### src/rtl/glitch_cmd_pkg.sv
// Shared opcodes, response constants and FSM state encoding for the glitch command parser.
package glitch_cmd_pkg;

    localparam logic [7:0] OP_SET_DELAY = 8'h01;
    localparam logic [7:0] OP_SET_PULSE = 8'h02;
    localparam logic [7:0] OP_ARM       = 8'h03;
    localparam logic [7:0] OP_TRIGGER   = 8'h04;
    localparam logic [7:0] OP_STATUS    = 8'h05;

    localparam logic [7:0] ACK_BYTE     = 8'hAA;

    typedef enum logic [1:0] {
        IDLE,
        ARGS,
        EXEC,
        RESP
    } state_e;

    function automatic logic is_known_op(input logic [7:0] op);
        return (op >= OP_SET_DELAY) && (op <= OP_STATUS);
    endfunction

endpackage

### src/rtl/glitch_cmd_parser_if.sv
// UART-side byte handshake between the receiver/transmitter and the command parser.
interface glitch_cmd_parser_if;
    logic [7:0] rx_data_i;
    logic       rx_valid_i;
    logic       tx_busy_i;
    logic [7:0] tx_data_o;
    logic       tx_start_o;

    modport master (
        output rx_data_i, rx_valid_i, tx_busy_i,
        input  tx_data_o, tx_start_o
    );

    modport slave (
        input  rx_data_i, rx_valid_i, tx_busy_i,
        output tx_data_o, tx_start_o
    );
endinterface

### src/rtl/cmd_timeout.sv
// Inter-byte timeout: reloadable down-counter, expiry flagged when the count reaches zero.
module cmd_timeout #(
    parameter int unsigned TIMEOUT_CYCLES = 5_000_000
) (
    input  logic clk,
    input  logic rst,
    input  logic load_i,
    input  logic en_i,
    output logic expired_o
);
    localparam int unsigned CNT_W = $clog2(TIMEOUT_CYCLES + 1);
    localparam logic [CNT_W-1:0] LOAD_VAL = CNT_W'(TIMEOUT_CYCLES);

    logic [CNT_W-1:0] cnt_q, cnt_d;

    always_comb begin
        cnt_d = cnt_q;
        if (load_i) begin
            cnt_d = LOAD_VAL;
        end else if (en_i && (cnt_q != '0)) begin
            cnt_d = cnt_q - CNT_W'(1);
        end
    end

    always_ff @(posedge clk or posedge rst) begin
        if (rst) begin
            cnt_q <= LOAD_VAL;
        end else begin
            cnt_q <= cnt_d;
        end
    end

    assign expired_o = (cnt_q == '0);
endmodule

### src/rtl/glitch_cmd_parser.sv
// Byte-level command decoder for the glitcher UART link.
// Define GLITCH_CMD_ACK_EN to acknowledge every executed non-STATUS command with 0xAA.
//
// state | meaning
// IDLE  | waiting for an opcode byte
// ARGS  | shifting argument bytes into the shadow register, timeout armed
// EXEC  | one cycle: commit shadow or emit arm/trigger pulse
// RESP  | waiting for the transmitter, then one tx_start pulse
module glitch_cmd_parser
    import glitch_cmd_pkg::*;
#(
    parameter int unsigned CLK_FREQ       = 50_000_000,
    parameter int unsigned DELAY_W        = 32,
    parameter int unsigned PULSE_W        = 16,
    parameter int unsigned TIMEOUT_CYCLES = CLK_FREQ / 10
) (
    input  logic                 clk,
    input  logic                 rst,
    glitch_cmd_parser_if.slave   uart,
    input  logic [6:0]           status_i,
    output logic [DELAY_W-1:0]   delay_o,
    output logic [PULSE_W-1:0]   pulse_o,
    output logic                 arm_o,
    output logic                 trigger_o,
    output logic                 err_o
);
    localparam int unsigned SHADOW_W = (DELAY_W > PULSE_W) ? DELAY_W : PULSE_W;
    localparam int unsigned ACNT_W   = $clog2(SHADOW_W / 8 + 1);

`ifdef GLITCH_CMD_ACK_EN
    localparam bit ACK_EN = 1'b1;
`else
    localparam bit ACK_EN = 1'b0;
`endif

    state_e              state_q;
    logic [7:0]          opcode_q;
    logic [SHADOW_W-1:0] shadow_q;
    logic [ACNT_W-1:0]   arg_cnt_q;
    logic [DELAY_W-1:0]  delay_q;
    logic [PULSE_W-1:0]  pulse_q;
    logic                arm_q;
    logic                trigger_q;
    logic                err_q;
    logic                tx_start_q;
    logic [7:0]          tx_data_q;

    logic                rx_valid;
    logic [7:0]          rx_data;
    logic                tx_busy;
    logic                tmo_load;
    logic                tmo_en;
    logic                tmo_expired;
    logic                needs_resp;
    logic [7:0]          resp_byte_d;
    logic [SHADOW_W-1:0] shadow_d;

    assign rx_valid = uart.rx_valid_i;
    assign rx_data  = uart.rx_data_i;
    assign tx_busy  = uart.tx_busy_i;

    assign tmo_load    = rx_valid && ((state_q == IDLE) || (state_q == ARGS));
    assign tmo_en      = (state_q == ARGS);
    assign needs_resp  = (opcode_q == OP_STATUS) || ACK_EN;
    assign resp_byte_d = (opcode_q == OP_STATUS) ? {err_q, status_i} : ACK_BYTE;
    // Truncating cast keeps the newest bytes: MSB-first shift.
    assign shadow_d    = SHADOW_W'({shadow_q, rx_data});

    cmd_timeout #(
        .TIMEOUT_CYCLES(TIMEOUT_CYCLES)
    ) u_timeout (
        .clk       (clk),
        .rst       (rst),
        .load_i    (tmo_load),
        .en_i      (tmo_en),
        .expired_o (tmo_expired)
    );

    always_ff @(posedge clk or posedge rst) begin
        if (rst) begin
            state_q    <= IDLE;
            opcode_q   <= '0;
            shadow_q   <= '0;
            arg_cnt_q  <= '0;
            delay_q    <= '0;
            pulse_q    <= '0;
            arm_q      <= 1'b0;
            trigger_q  <= 1'b0;
            err_q      <= 1'b0;
            tx_start_q <= 1'b0;
            tx_data_q  <= '0;
        end else begin
            arm_q      <= 1'b0;
            trigger_q  <= 1'b0;
            tx_start_q <= 1'b0;

            unique case (state_q)
                IDLE: begin
                    if (rx_valid) begin
                        if (is_known_op(rx_data)) begin
                            opcode_q <= rx_data;
                            if (rx_data == OP_SET_DELAY) begin
                                arg_cnt_q <= ACNT_W'(DELAY_W / 8);
                                shadow_q  <= '0;
                                state_q   <= ARGS;
                            end else if (rx_data == OP_SET_PULSE) begin
                                arg_cnt_q <= ACNT_W'(PULSE_W / 8);
                                shadow_q  <= '0;
                                state_q   <= ARGS;
                            end else begin
                                // Pulses are registered here so they are high exactly during EXEC.
                                arm_q     <= (rx_data == OP_ARM);
                                trigger_q <= (rx_data == OP_TRIGGER);
                                state_q   <= EXEC;
                            end
                        end else begin
                            err_q <= 1'b1;
                        end
                    end
                end

                ARGS: begin
                    if (rx_valid) begin
                        shadow_q  <= shadow_d;
                        arg_cnt_q <= arg_cnt_q - ACNT_W'(1);
                        if (arg_cnt_q == ACNT_W'(1)) begin
                            state_q <= EXEC;
                        end
                    end else if (tmo_expired) begin
                        shadow_q <= '0;
                        err_q    <= 1'b1;
                        state_q  <= IDLE;
                    end
                end

                EXEC: begin
                    if (opcode_q == OP_SET_DELAY) begin
                        delay_q <= shadow_q[DELAY_W-1:0];
                    end
                    if (opcode_q == OP_SET_PULSE) begin
                        pulse_q <= shadow_q[PULSE_W-1:0];
                    end
                    if (needs_resp) begin
                        state_q <= RESP;
                        if (!tx_busy) begin
                            tx_start_q <= 1'b1;
                            tx_data_q  <= resp_byte_d;
                            if (opcode_q == OP_STATUS) begin
                                err_q <= 1'b0;
                            end
                        end
                    end else begin
                        state_q <= IDLE;
                    end
                    if (rx_valid) begin
                        err_q <= 1'b1;
                    end
                end

                RESP: begin
                    if (tx_start_q) begin
                        state_q <= IDLE;
                    end else if (!tx_busy) begin
                        tx_start_q <= 1'b1;
                        tx_data_q  <= resp_byte_d;
                        if (opcode_q == OP_STATUS) begin
                            err_q <= 1'b0;
                        end
                    end
                    // A dropped byte outranks the status read-clear.
                    if (rx_valid) begin
                        err_q <= 1'b1;
                    end
                end

                default: state_q <= IDLE;
            endcase
        end
    end

    assign delay_o         = delay_q;
    assign pulse_o         = pulse_q;
    assign arm_o           = arm_q;
    assign trigger_o       = trigger_q;
    assign err_o           = err_q;
    assign uart.tx_start_o = tx_start_q;
    assign uart.tx_data_o  = tx_data_q;
endmodule

### src/flat_wrapper.sv
// flat-port wrapper written by rule: the top's interface ports become plain ports
module glitch_cmd_parser_flat import glitch_cmd_pkg::*;
#(
    parameter int unsigned CLK_FREQ       = 50_000_000,
    parameter int unsigned DELAY_W        = 32,
    parameter int unsigned PULSE_W        = 16,
    parameter int unsigned TIMEOUT_CYCLES = CLK_FREQ / 10
)
  (clk, rst, status_i, delay_o, pulse_o, arm_o, trigger_o, err_o, uart_rx_data_i, uart_rx_valid_i, uart_tx_busy_i, uart_tx_data_o, uart_tx_start_o);
  glitch_cmd_parser_if uart_i ();
  input  logic clk;
  input  logic rst;
  input  logic [6:0] status_i;
  output logic [DELAY_W-1:0] delay_o;
  output logic [PULSE_W-1:0] pulse_o;
  output logic arm_o;
  output logic trigger_o;
  output logic err_o;
  input wire logic [$bits(uart_i.rx_data_i)-1:0] uart_rx_data_i;
  input wire logic [$bits(uart_i.rx_valid_i)-1:0] uart_rx_valid_i;
  input wire logic [$bits(uart_i.tx_busy_i)-1:0] uart_tx_busy_i;
  output wire logic [$bits(uart_i.tx_data_o)-1:0] uart_tx_data_o;
  output wire logic [$bits(uart_i.tx_start_o)-1:0] uart_tx_start_o;
  assign uart_i.rx_data_i = uart_rx_data_i;
  assign uart_i.rx_valid_i = uart_rx_valid_i;
  assign uart_i.tx_busy_i = uart_tx_busy_i;
  assign uart_tx_data_o = uart_i.tx_data_o;
  assign uart_tx_start_o = uart_i.tx_start_o;
  glitch_cmd_parser #(.CLK_FREQ(CLK_FREQ), .DELAY_W(DELAY_W), .PULSE_W(PULSE_W), .TIMEOUT_CYCLES(TIMEOUT_CYCLES)) u_core (.clk(clk), .rst(rst), .uart(uart_i), .status_i(status_i), .delay_o(delay_o), .pulse_o(pulse_o), .arm_o(arm_o), .trigger_o(trigger_o), .err_o(err_o));
endmodule
### config.mk
export PLATFORM = sky130hd
export DESIGN_NAME = glitch_cmd_parser_flat
export DESIGN_NICKNAME = d
export VERILOG_FILES = /design/src/rtl/glitch_cmd_pkg.sv /design/src/rtl/glitch_cmd_parser_if.sv /design/src/rtl/cmd_timeout.sv /design/src/rtl/glitch_cmd_parser.sv /design/src/flat_wrapper.sv
export SDC_FILE = /design/constraint.sdc
export NUM_CORES = 1
export LEC_CHECK = 0
export CORE_AREA = 5 5 115 96
export DETAILED_ROUTE_END_ITERATION = 8
export DIE_AREA = 0 0 120 101
export GPL_TIMING_DRIVEN = 0
export PLACE_DENSITY = 0.84
export RECOVER_POWER = 100
export SLEW_MARGIN = 30
export SYNTH_ARGS = -nofsm -noshare
export SYNTH_HDL_FRONTEND = slang
export SYNTH_HIERARCHICAL = 1
export SYNTH_SLANG_ARGS = --single-unit
### constraint.sdc
create_clock -name clk -period 5.6 [get_ports clk]
set_input_delay 0.56 -clock clk [delete_from_list [all_inputs] [get_ports clk]]
set_output_delay 0.56 -clock clk [all_outputs]
set_load 0.05 [all_outputs]
==> results.sh <==
export IMPL_grt_pass1_wl_um=23700
export IMPL_slew_viol_final=42
export IMPL_fill_cells=639
export IMPL_antenna_found_initial=0
export IMPL_clk_pin_slew_worst_paths_ns=0.05
export IMPL_fin_nets=570
export IMPL_synthesis_area_um2=5600
export IMPL_vdd_ir_drop_worst_mv=0.301
export IMPL_synth_main_ff_cell="dfrtp_1"
export IMPL_area_delta_synth_final_pct=28.5
export IMPL_vias=4302
export IMPL_rows=33
export IMPL_worstMarginPinSlew_ns=1.75
export IMPL_synth_edf_count=0
export IMPL_p_clk_share_pct=35.5
export IMPL_final_common_cell="dfrtp_1"
export IMPL_final_hold_viol_count=0
export IMPL_final_cell_mix="dfrtp_1 (120), dlygate4sd3_1 (64), mux2_2 (50)"
export IMPL_ctsResizeCount=0
export IMPL_hold_path_class="reg2reg"
export IMPL_clock_sink_count=128
export IMPL_syn_instance_count=451
export IMPL_cts_tree="built"
export IMPL_dpl_hpwl_um=8990
export IMPL_first_pass_iters=5
export IMPL_clockBufferDepth=2
export IMPL_rsz0062_at_grt="false"
export IMPL_syn_nets=473
export IMPL_max_cap_violations=2
export IMPL_io_pins=79
export IMPL_synthArstFlopShare_pct=100
export IMPL_grt_pass1_vias=4476
export IMPL_antenna_cells=0
export IMPL_cts_htree_levels=4
export IMPL_wire_per_inst_um=21.1
export IMPL_root_buffer="clkbuf_16"
export IMPL_clk_latency_ns=0.41
export IMPL_cts_hold_buffers_added=0
export IMPL_drive_above_1_share_pct=20.7
export IMPL_pwr_share_comb_pct=27.4
export IMPL_p_int_mw=2.36
export IMPL_start_kind="primary input"
export IMPL_viasPerCell=6.30
export IMPL_tns_ns=0
export IMPL_dp_slack_ns=2.84
export IMPL_powerDensity_nw_per_um2=499
export IMPL_initial_core_util_pct=56.8
export IMPL_yosysWarnings=6
export IMPL_drt_total_wl_um=14400
export IMPL_synth_cell_types=62
export IMPL_skew_ns=0.00571
export IMPL_grt_max_degree=69
export IMPL_drc_errors=0
export IMPL_min_period_ns=3.41
export IMPL_synth_seq_cells=128
export IMPL_first_iter_violations=346
export IMPL_switching_share_pct=34.2
export IMPL_die_area_um2=12100
export IMPL_critPathCaptureType="flip-flop"
export IMPL_syn_avg_cell_area_um2=12.4
export IMPL_grt_util_all_layers_pct=25.3
export IMPL_path_class="in2reg"
export IMPL_fin_ws_ns=2.19
export IMPL_fin_crit_sh_pct=60.8
export IMPL_path_max_fanout=10
export IMPL_setup_viol=0
export IMPL_fp_dieW_um=120
export IMPL_port_buffers=77
export IMPL_critical_path_required_ns=5.94
export IMPL_violations="max-capacitance violations, max-slew violations"
export IMPL_fp_dieH_um=101
export IMPL_p_seq_share_pct=37.1
export IMPL_gp_congestion=0.775
export IMPL_power_switching_mw=1.23
export IMPL_p_leak_nw=3.43
export IMPL_crit_arrival_ns=3.75
export IMPL_core_um2=9870
export IMPL_status="finished, violations left"
export IMPL_antenna_left=0
export IMPL_overflow=0
export IMPL_slew_headroom_pct=-17.4
export IMPL_ys_seq_area_share_pct=57.3
export IMPL_clock_fmax_ghz=0.293
export IMPL_cts_setup_buffers=0
export IMPL_cts_made_buffers=17
## synth_stat cells, types with 4 or more instances
cell	instances	area (um^2)
a21oi_1	12	60.1
a22o_1	32	280
a22oi_1	4	30.0
and2_2	5	37.5
clkbuf_1	14	52.6
dfrtp_1	120	3000
dfstp_2	8	210
inv_1	18	67.6
mux2_2	53	597
nand2_1	13	48.8
nand2b_1	14	87.6
nand3_1	6	30.0
nand4_1	5	31.3
nor2_1	16	60.1
nor2b_1	6	37.5
nor3_1	17	85.1
nor4_1	4	25.0
o21ai_0	16	80.1
o221a_2	4	45.0
o221ai_1	5	43.8
o22a_1	4	35.0
o31ai_1	4	30.0
or3_1	8	50.1
or4_1	4	30.0
## through the flow
step	total power [mW]	hold slack (ns)	instance area, um^2	util [%]	std cells
after detailed placement	2.32	0.482	6560	66.5	651
after global routing	3.72	0.513	7200	73.0	683
after global placement	2.27	0.479	6530	66.1	650
after floorplan	1.96	0.462	5600	-	451
final	3.59	0.496	7200	73.0	683
after CTS	3.63	0.500	7240	73.4	683
## flip-flops by register name (all words and copies together) (netlist names)
name	cells
u_core/delay_o	32
u_core/shadow_q	32
u_core/u_timeout/cnt_q	23
u_core/pulse_o	16
u_core/opcode_q	8
u_core/uart.tx_data_o	8
u_core/arg_cnt_q	3
u_core/state_q	2
u_core/arm_o	1
u_core/err_o	1
u_core/trigger_o	1
u_core/uart.tx_start_o	1
## worst max-delay path, stage by stage
cell and delay, ns:
dlygate4sd3_1 0.60, or4_1 0.53, a2111oi_0 1.32, nand3_4 0.30, and4bb_2 0.42
## cell type report
cell class | count | area (um^2) | share of cell area (%)
Tap cell | 122 | 153 | 2.12
Multi-Input combinational cell | 287 | 2220 | 30.8
Sequential cell | 128 | 3210 | 44.6
Timing Repair Buffer | 78 | 798 | 11.1
Clock buffer | 19 | 453 | 6.29
Inverter | 18 | 68.8 | 0.956
Clock inverter | 13 | 230 | 3.20
Buffer | 18 | 68.8 | 0.956
## power by group through the flow
stage / Clock, mW / Sequential (mW) / Combinational [mW]
6_report: 1.27 / 1.33 / 0.985
5_1_grt: 1.33 / 1.35 / 1.04
4_1_cts: 1.28 / 1.33 / 1.02
3_5_place_dp: 0 / 1.33 / 0.989
3_3_place_gp: 0 / 1.31 / 0.953
2_1_floorplan: 0 / 1.55 / 0.410
## cells by family (layout without fill, tap and decap cells)
logic type                 Yosys count  in the layout  share of synthesized area, %
buffers and inverters               36            146                          2.59
adders and majority gates            3              3                         0.670
DFF                                128            128                          57.3
AOI/OAI and AO/OA                  100            100                          14.0
muxes                               55             55                          11.0
xor gates and xnor gates             6              6                         0.938
and+or+nand+nor                    123            123                          13.5
## path summary, 6_finish.rpt
path | from | end | slack [ns] | cells after the start
min in group asynchronous | rst | u_core/u_timeout/cnt_q[17]$_DFFE_PP0P_ | 0.82 | 2
worst max register to register | u_core/u_timeout/cnt_q[0]$_DFFE_PP0P_ | u_core/shadow_q[0]$_DFFE_PP0P_ | 2.70 | 9
worst max-delay path | uart_rx_data_i[3] | u_core/trigger_o$_DFF_PP0_ | 2.19 | 5
max in group asynchronous | rst | u_core/shadow_q[11]$_DFFE_PP0P_ | 3.59 | 3
worst min register to register | u_core/u_timeout/cnt_q[22]$_DFFE_PP1P_ | u_core/u_timeout/cnt_q[22]$_DFFE_PP1P_ | 0.50 | 2
worst min-delay path | u_core/u_timeout/cnt_q[22]$_DFFE_PP1P_ | u_core/u_timeout/cnt_q[22]$_DFFE_PP1P_ | 0.50 | 2
## per-layer routing
metal,global-route usage [%],part of all wire [%],vias up,wire [um]
li1,-,-,1892,-
met1,32.9,41,2215,5930
met2,42.2,52,173,7460
met3,5.56,5.4,22,785
met4,9.15,1.7,0,241
met5,0,0,-,0
Note: power is estimated with default switching activity, not from simulation.
